<file path="src/rtl/ext_mem_arb_pkg.sv">
// rtl/ext_mem_arb_pkg.sv - shared types and widths for the external memory arbiter
package ext_mem_arb_pkg;

  localparam int ADDR_W = 16;
  localparam int DATA_W = 8;
  localparam int GID_W  = 2;

  typedef enum logic [1:0] {
    ST_IDLE    = 2'd0,
    ST_ACCESS  = 2'd1,
    ST_RECOVER = 2'd2
  } state_t;

endpackage

</file>
<file path="src/rtl/rr_picker.sv">
// rtl/rr_picker.sv - combinational round-robin select starting just after the pointer
module rr_picker
  import ext_mem_arb_pkg::*;
#(
  parameter int N = 3
) (
  input  logic [N-1:0]     i_req,
  input  logic [GID_W-1:0] i_ptr,
  output logic [N-1:0]     o_gnt,
  output logic [GID_W-1:0] o_idx,
  output logic             o_any
);

  int w_cand;

  // Walk pointer+1, pointer+2, ... with wrap; the first active request wins.
  always_comb begin
    o_gnt  = '0;
    o_idx  = '0;
    o_any  = 1'b0;
    w_cand = 0;
    for (int k = 1; k <= N; k++) begin
      w_cand = (int'(i_ptr) + k) % N;
      if (!o_any && i_req[w_cand]) begin
        o_any         = 1'b1;
        o_gnt[w_cand] = 1'b1;
        o_idx         = w_cand[GID_W-1:0];
      end
    end
  end

endmodule

</file>
<file path="src/rtl/ext_mem_arbiter.sv">
// rtl/ext_mem_arbiter.sv - round-robin arbiter for the shared 8-bit external memory bus
module ext_mem_arbiter
  import ext_mem_arb_pkg::*;
#(
  parameter int NUM_REQ        = 3,
  parameter int TIMEOUT_CYCLES = 255
) (
  input  logic                      clk,
  input  logic                      rst_n,
  input  logic [NUM_REQ-1:0]        req_valid,
  input  logic [NUM_REQ-1:0]        req_write,
  input  logic [ADDR_W*NUM_REQ-1:0] req_addr,
  input  logic [DATA_W*NUM_REQ-1:0] req_wdata,
  output logic [NUM_REQ-1:0]        req_ack,
  output logic [NUM_REQ-1:0]        req_err,
  output logic [DATA_W-1:0]         rdata,
  output logic [ADDR_W-1:0]         ext_mem_addr,
  output logic [DATA_W-1:0]         ext_mem_wdata,
  output logic                      ext_mem_data_oe,
  input  logic [DATA_W-1:0]         ext_mem_rdata,
  output logic                      ext_mem_cs,
  output logic                      ext_mem_read,
  output logic                      ext_mem_write,
  input  logic                      ext_mem_ready,
  output logic                      busy,
  output logic [GID_W-1:0]          grant_id
);

  localparam logic [7:0]       TO_LIM   = 8'(TIMEOUT_CYCLES);
  localparam logic [GID_W-1:0] PTR_INIT = GID_W'(NUM_REQ - 1);

  state_t             r_state;
  logic [GID_W-1:0]   r_ptr;
  logic [NUM_REQ-1:0] r_gnt;
  logic [7:0]         r_tcnt;

  logic [NUM_REQ-1:0] w_gnt;
  logic [GID_W-1:0]   w_idx;
  logic               w_any;
  logic [7:0]         w_tcnt_nxt;

  assign w_tcnt_nxt = r_tcnt + 8'd1;

  rr_picker #(.N(NUM_REQ)) u_picker (
    .i_req (req_valid),
    .i_ptr (r_ptr),
    .o_gnt (w_gnt),
    .o_idx (w_idx),
    .o_any (w_any)
  );

  // Transaction FSM: grant in IDLE, hold latched bus values in ACCESS, one dead cycle in RECOVER.
  always_ff @(posedge clk or negedge rst_n) begin
    if (!rst_n) begin
      r_state         <= ST_IDLE;
      r_ptr           <= PTR_INIT;
      r_gnt           <= '0;
      r_tcnt          <= '0;
      req_ack         <= '0;
      req_err         <= '0;
      rdata           <= '0;
      ext_mem_addr    <= '0;
      ext_mem_wdata   <= '0;
      ext_mem_data_oe <= 1'b0;
      ext_mem_cs      <= 1'b0;
      ext_mem_read    <= 1'b0;
      ext_mem_write   <= 1'b0;
      busy            <= 1'b0;
      grant_id        <= '0;
    end else begin
      req_ack <= '0;
      req_err <= '0;
      case (r_state)
        ST_IDLE: begin
          if (w_any) begin
            ext_mem_addr    <= req_addr[int'(w_idx)*ADDR_W +: ADDR_W];
            ext_mem_wdata   <= req_wdata[int'(w_idx)*DATA_W +: DATA_W];
            ext_mem_write   <= req_write[w_idx];
            ext_mem_read    <= ~req_write[w_idx];
            ext_mem_data_oe <= req_write[w_idx];
            ext_mem_cs      <= 1'b1;
            grant_id        <= w_idx;
            r_ptr           <= w_idx;
            r_gnt           <= w_gnt;
            r_tcnt          <= '0;
            busy            <= 1'b1;
            r_state         <= ST_ACCESS;
          end
        end
        ST_ACCESS: begin
          // Ready takes priority over a timeout landing in the same cycle.
          if (ext_mem_ready || (w_tcnt_nxt == TO_LIM)) begin
            req_ack <= r_gnt;
            if (!ext_mem_ready) begin
              req_err <= r_gnt;
              rdata   <= '0;
            end else if (!ext_mem_write) begin
              rdata   <= ext_mem_rdata;
            end
            ext_mem_cs      <= 1'b0;
            ext_mem_read    <= 1'b0;
            ext_mem_write   <= 1'b0;
            ext_mem_data_oe <= 1'b0;
            r_state         <= ST_RECOVER;
          end else begin
            r_tcnt <= w_tcnt_nxt;
          end
        end
        ST_RECOVER: begin
          busy    <= 1'b0;
          r_state <= ST_IDLE;
        end
        default: begin
          busy    <= 1'b0;
          r_state <= ST_IDLE;
        end
      endcase
    end
  end

endmodule

</file>
<file path="config.mk">
export PLATFORM = sky130hd
export DESIGN_NAME = ext_mem_arbiter
export DESIGN_NICKNAME = d
export VERILOG_FILES = /design/src/rtl/ext_mem_arb_pkg.sv /design/src/rtl/rr_picker.sv /design/src/rtl/ext_mem_arbiter.sv
export SDC_FILE = /design/constraint.sdc
export NUM_CORES = 1
export LEC_CHECK = 0
export ABC_AREA = 1
export ABC_CLOCK_PERIOD_IN_PS = 1900
export CAP_MARGIN = 20
export CELL_PAD_IN_SITES_DETAIL_PLACEMENT = 1
export CELL_PAD_IN_SITES_GLOBAL_PLACEMENT = 2
export CORE_MARGIN = 2
export CORE_UTILIZATION = 21
export CTS_CLUSTER_DIAMETER = 50
export CTS_CLUSTER_SIZE = 24
export DETAILED_ROUTE_END_ITERATION = 8
export PLACE_DENSITY_LB_ADDON = 0.1
export SETUP_SLACK_MARGIN = 0.05
export SLEW_MARGIN = 40
export SYNTH_ARGS = -nofsm -noshare
export SYNTH_HDL_FRONTEND = slang
export SYNTH_SLANG_ARGS = --single-unit
</file>
<file path="constraint.sdc">
create_clock -name clk -period 1.9 [get_ports clk]
set_input_delay 0.38 -clock clk [delete_from_list [all_inputs] [get_ports clk]]
set_output_delay 0.38 -clock clk [all_outputs]
set_load 0.02 [all_outputs]
</file>
# [Yosys cells after proc, flatten, opt, wreduce, memory -nomap -nowiden]
# Cells that the tools add are included.
[op_classes] n_eq_ne=6 n_shift=2 n_bitwise=4 n_lt_le_gt_ge=7 n_mux=47 addsub=4 div=3 reduce_logical=16
[op_table] operator="32-bit by 1-bit greater-or-equal comparator with 1-bit output (second input constant)" count=3
[op_table] operator="32-bit by 4-bit < comparator with 1-bit output (second input constant)" count=3
[op_table] operator="32-bit by 3-bit remainder unit with 32-bit output (second input constant)" count=3
[op_table] operator="48-bit by 7-bit indexed part select with 16-bit output" count=1
[op_table] operator="8-bit 2-to-1 mux" count=4
[op_table] operator="3-bit 2-to-1 mux" count=8
[op_table] operator="24-bit by 6-bit indexed part select with 8-bit output" count=1
[op_table] operator="1-bit 2-to-1 mux" count=17
[op_table] operator="8-bit one-hot mux with 2 select lines" count=1
[op_table] operator="2-bit 2-to-1 mux" count=5
[op_table] operator="3-bit AND reduction" count=3
[op_table] operator="8-bit by 1-bit adder with 8-bit output (second input constant)" count=1
[op_table] operator="1-bit binary-select mux with 2-bit select" count=4
[op_table] operator="8-bit == test (second input constant)" count=1
[op_table] operator="1-bit one-hot mux with 2 select lines" count=4
[op_table] operator="2-bit by 2-bit adder with 3-bit output (second input constant)" count=2
[op_table] operator="1-bit demux with 2-bit select" count=3
[op_table] operator="2-bit inequality test (second input constant)" count=3
[op_table] operator="3-bit OR" count=2
[op_table] operator="2-bit AND reduction" count=3
[op_table] operator="1-bit logical AND" count=5
[op_table] operator="2-bit one-hot mux with 2 select lines" count=1
[op_table] operator="2-bit by 1-bit adder with 3-bit output (second input constant)" count=1
[op_table] operator="2-bit by 3-bit < comparator with 1-bit output (second input constant)" count=1
[op_table] operator="other kinds (7)" count=9
[word_totals] out_inout_bits=45 word_cells=103 ff_bits=59 in_bits=89

# [Longest topological paths before layout]
[logic_depth] ltp_word=17 mapped_depth=16 mapped_depth_nobuf=16

# [Modules after synthesis]
# A second synthesis with hierarchy kept.
[unflattened] hier_cells=444 hier_area_um2=3290.7
[modules_own_cells] module="ext_mem_arbiter" area_each_um2=2962.8 instances=1 seq_area_each_um2=1452.6 cells_each=384
[modules_own_cells] module="rr_picker" area_each_um2=327.8 instances=1 seq_area_each_um2=0.0 cells_each=60

# [Worst setup path before layout]
# No wires, ideal clock.
[synth_timing] path_type="reg-to-reg" start="register r_ptr[1]" end="register ext_mem_addr[13]" setup_ns=0.130 stages_incl_launch_ff=12 required_time_ns=1.770 n_path_buf=1 synth_period_minus_slack_ns=1.982 slack_ns=-0.082 t_arrival_ns=1.851 path_cell_list="dfstp_2 -> inv_1 -> ha_1 -> inv_1 -> nand3_2 -> nand2_4 -> nand3_1 -> nand2_4 -> nand2_4 -> buf_6 -> o211ai_1 -> nand3_1"
[synth_via] elab_chain_len=13 elab_cells_between_ends=27 classes_between="3 x add/sub; 3 x div; 1 x shift; 15 x mux; 5 x reduce/logical"
[synth_rtl] element="start: declaration" line="ext_mem_arbiter.sv:33" rtl="logic [GID_W-1:0] r_ptr;"
[synth_rtl] element="start signal: assignment" line="ext_mem_arbiter.sv:83" rtl="r_ptr <= w_idx;"
[synth_rtl] element="2-bit by 1-bit adder with 3-bit output" line="rr_picker.sv:23" rtl="w_cand = (int'(i_ptr) + k) % N;"
[synth_rtl] element="32-bit by 3-bit remainder unit with 32-bit output" line="rr_picker.sv:23"
[synth_rtl] element="1-bit binary-select mux with 2-bit select" line="rr_picker.sv:24" rtl="if (!o_any && i_req[w_cand]) begin"
[synth_rtl] element="1-bit 2-to-1 mux (not written as such) (2 in series)" line="rr_picker.sv:24"
[synth_rtl] element="1-bit 2-to-1 mux" line="rr_picker.sv:24"
[synth_rtl] element="1-bit zero test" line="rr_picker.sv:24"
[synth_rtl] element="1-bit logical AND" line="rr_picker.sv:24"
[synth_rtl] element="1-bit 2-to-1 mux" line="rr_picker.sv:24"
[synth_rtl] element="1-bit zero test" line="rr_picker.sv:24"
[synth_rtl] element="1-bit logical AND" line="rr_picker.sv:24"
[synth_rtl] element="2-bit 2-to-1 mux or 1-bit 2-to-1 mux (tied branches)" line="rr_picker.sv:24"
[synth_rtl] element="48-bit by 7-bit indexed part select with 16-bit output or 2-bit AND reduction (tied branches)"
[synth_rtl] element="end signal: assignment" line="ext_mem_arbiter.sv:76" rtl="ext_mem_addr <= req_addr[int'(w_idx)*ADDR_W +: ADDR_W];"
[synth_rtl] element="end: declaration" line="ext_mem_arbiter.sv:17" rtl="output logic [ADDR_W-1:0] ext_mem_addr,"
# Parallel ways exist; a longest one is shown, timed or not. The select of a mux whose other input is x is not followed.
# A chain may end at the register's enable or synchronous reset.

# [Worst setup path in the final report]
[layout_timing] start="register r_ptr[1]" end="register ext_mem_addr[0]"
# Same word-level chain as after synthesis.

==> impl_metrics.py <==
metrics = {
    "critical_path": {
        "critical-path-slowest-cell": "dfstp_2",
        "cp.required_ns": 2.12,
        "slowest_delay_ns": 0.58,
        "end_kind": "flip-flop",
        "timing.critical_path.buf_inv": 5,
        "crit_type": "reg2reg",
        "arrival_ns": 2.30,
        "critPathTopFamily": "buffers and inverters",
        "startpoint_type": "flip-flop",
        "r2r_slack_ns": -0.18,
        "crit_path_cell_trace": "inv_2, ha_4, buf_4, o21ai_4, nand2_4, nand4_1, nand2_4, buf_4, buf_6, buf_16, a21oi_2, a21oi_2",
        "worst-path-max-fanout": 7,
    },
    "route": {
        "ant_nets": 0,
        "wl_um": 12980,
        "vias": 3590,
        "drt_iter0_drc": 101,
        "wl_per_cell_um": 15.56,
        "first_pass_iters": 4,
        "vias_per_cell": 4.305,
        "drc": 0,
    },
    "timing": {
        "fin_crit_ns": 2.076,
        "tightest_slew_ns": 0.3527,
        "rsz0062_at_grt": "true",
        "final-max-slew-violation-count": 0,
        "finalCritPeriodShare_pct": 109.3,
        "setup_slack_ns": -0.1759,
        "hold_viol_final": 0,
        "fmax_ghz": 0.4817,
        "tns_ns": -3.977,
        "setup_viol": 43,
        "skew_ns": 0.004405,
        "maxSlewHeadroom_pct": 76.49,
    },
    "layout": {
        "syn_to_final_growth_pct": 86.18,
        "antennaDiodeCount": 0,
        "nets": 708,
        "fin_area_um2": 6255,
        "fillCellCount": 1862,
        "drive_gt1_share_pct": 30.42,
    },
    "die": {
        "fp.dieW_um": 130.5,
        "rows": 46,
        "die_h_um": 130.5,
        "io_pins": 134,
        "start_util_pct": 21.30,
        "die-area_um2": 17030,
        "core_um2": 15770,
    },
    "placed_design": {
        "portBuffers": 133,
        "place.gp.congestion": 0.8124,
        "dp_hpwl_um": 9215,
        "place_area_um2": 5224,
    },
    "global_routing": {
        "grt_max_degree": 59,
        "grt_pass1_wl_um": 19910,
        "grt_pass1_vias": 3819,
        "grt_use_total_pct": 15.39,
        "met2_usage_pct": 25.55,
        "use_met1_pct": 19.05,
        "grt_antenna_before_repair": 0,
        "use_met3_pct": 3.827,
        "grt-ovfl-total": 0,
        "grt-busiest-layer": "met2",
    },
    "run": {
        "drv_cap": 0,
    },
    "min_path": {
        "worstHoldPathType": "in2async",
    },
    "yosys": {
        "ys.flop_type": "dfrtp_1",
        "seq_area_frac_synth_pct": 43.24,
        "synth.top_cell.area_share_pct": 42.46,
        "yosysMostFrequentCell": "nand2_1",
        "synthTopCellsByArea": "dfrtp_1 42%, nand2_1 12%, nand3_1 8.6%, inv_1 5.1%, nand3b_1 4.9%",
        "synth_seq_cells": 58,
        "synth_common_cells": "104 x nand2_1, 58 x nand3_1, 57 x dfrtp_1",
        "syn_nets": 524,
        "netlist_area_um2": 3359,
        "async_flop_share_pct": 100.0,
        "ys_types": 30,
        "synth_edf_count": 0,
        "netlist_instances": 429,
        "yosysTopAreaCell": "dfrtp_1",
        "yosysWarnings": 0,
        "syn_area_per_cell_um2": 7.831,
    },
    "clock_network": {
        "clockBufferDepth": 2,
        "cts_tree": "yes",
        "htreeDepth": 3,
        "worstSkewPairLatency_ns": 0.33,
        "clkTransAtPathRegs_ns": 0.05,
        "cts_buffers": 9,
        "cts.sinks": 58,
        "cts_root_buf": "clkbuf_16",
    },
    "power": {
        "peakVddDrop_mv": 0.6306,
        "combPwrFrac_pct": 69.7,
        "seqPwrFrac_pct": 17.8,
        "power_frac_clock_pct": 12.6,
        "powerDensity_nw_per_um2": 1907,
        "swShare_pct": 44.82,
        "intPower_mw": 6.583,
        "p_sw_mw": 5.347,
        "p_leak_nw": 2.812,
    },
    "status": {
        "violations": "negative setup slack",
        "status": "finished, violations left",
    },
}
-- worst paths after layout --
check	from	endpoint	cells after the start
hold / removal	rst_n	req_err[1]	2
setup reg to reg	r_ptr[1]	ext_mem_addr[0]	12
max in group asynchronous	rst_n	r_ptr[1]	2
hold reg to reg	grant_id[1]	grant_id[1]	2
min in group clk	grant_id[1]	grant_id[1]	2
setup / recovery	r_ptr[1]	ext_mem_addr[0]	12
-- layout by cell type, fill, tap and decap left out, drive strengths merged --
| cell type | Yosys | layout |
|---|---|---|
| nand4 | 3 | 3 |
| ha | 6 | 6 |
| dfrtp | 57 | 57 |
| o211ai | 9 | 9 |
| buf | 20 | 58 |
| a21oi | 31 | 31 |
| nand3b | 22 | 22 |
| o22ai | 1 | 1 |
| o21ai | 20 | 20 |
| nor2 | 30 | 30 |
| nand3 | 60 | 60 |
| xor2 | 2 | 2 |
| nand2 | 113 | 113 |
| clkdlybuf4s50 | 0 | 131 |
| clkinv | 0 | 3 |
| o21bai | 1 | 1 |
| inv | 52 | 52 |
| dlymetal6s2s | 0 | 1 |
| clkbuf | 0 | 16 |
| dfstp | 1 | 1 |
| o21a | 1 | 1 |
-- per-stage QoR --
stage	util, %	worst slack (ns)	cells	hold WS (ns)	power, mW
2_1_floorplan	-	0.01524	429	0.08441	5.842
3_3_place_gp	33.12	-0.2880	797	0.4289	8.395
3_5_place_dp	33.12	-0.3732	797	0.4250	8.505
4_1_cts	36.81	-0.1797	825	0.06727	11.07
5_1_grt	39.66	-0.3115	834	0.08507	12.90
6_report	39.66	-0.1759	834	0.04138	11.93
-- registers in the layout, summed over array words and instances (netlist names) --
| signal | cells |
|---|---|
| r_ptr | 1 |
| req_ack | 3 |
| ext_mem_cs | 1 |
| r_tcnt | 8 |
| busy | 1 |
| ext_mem_addr | 16 |
| ext_mem_wdata | 8 |
| grant_id | 2 |
| r_state | 2 |
| req_err | 3 |
| ext_mem_read | 1 |
| r_gnt | 3 |
| ext_mem_write | 1 |
| rdata | 8 |
-- repair_timing --
item / in CTS / in global routing
gates cloned: 2 / 4
gates resized for setup: 54 / 82
buffers inserted: 10 / 5
endpoints found under the setup margin: 56 / 57
hold buffers: 0 / 0
pin swaps: 8 / 17
-- cell families after synthesis --
group                      share of synthesized area [%]
xor gates and xnor gates                          0.5215
and+or+nand+nor                                    32.85
AOI/OAI and AO/OA                                  11.14
buffers and inverters                              10.02
adders and majority gates                          2.235
DFF                                                43.24
-- metal layers --
| metal | vias to the layer above | part of all wire (%) |
|---|---|---|
| met5 | - | 0 |
| met4 | 0 | 1.9 |
| met3 | 15 | 5.6 |
| met2 | 94 | 50 |
| met1 | 1709 | 43 |
| li1 | 1772 | - |
-- cell type report --
class | count | area, um2 | share of cell area, %
Multi-Input combinational cell | 299 | 2037 | 32.57
Timing Repair Buffer | 193 | 2017 | 32.25
Sequential cell | 58 | 1453 | 23.22
Tap cell | 216 | 270.3 | 4.321
Clock buffer | 13 | 250.2 | 4.001
Inverter | 52 | 212.7 | 3.401
Clock inverter | 3 | 15.01 | 0.2400
-- power by group through the flow --
| stage | clock network (mW) | logic (mW) | registers (mW) |
|---|---|---|---|
| after floorplan | 0 | 3.33 | 2.51 |
| after global placement | 0 | 6.34 | 2.06 |
| after detailed placement | 0 | 6.45 | 2.05 |
| after CTS | 1.56 | 7.46 | 2.06 |
| after global routing | 1.60 | 9.13 | 2.18 |
| final | 1.50 | 8.31 | 2.12 |
No activity file was read; power rests on OpenSTA's default activity.
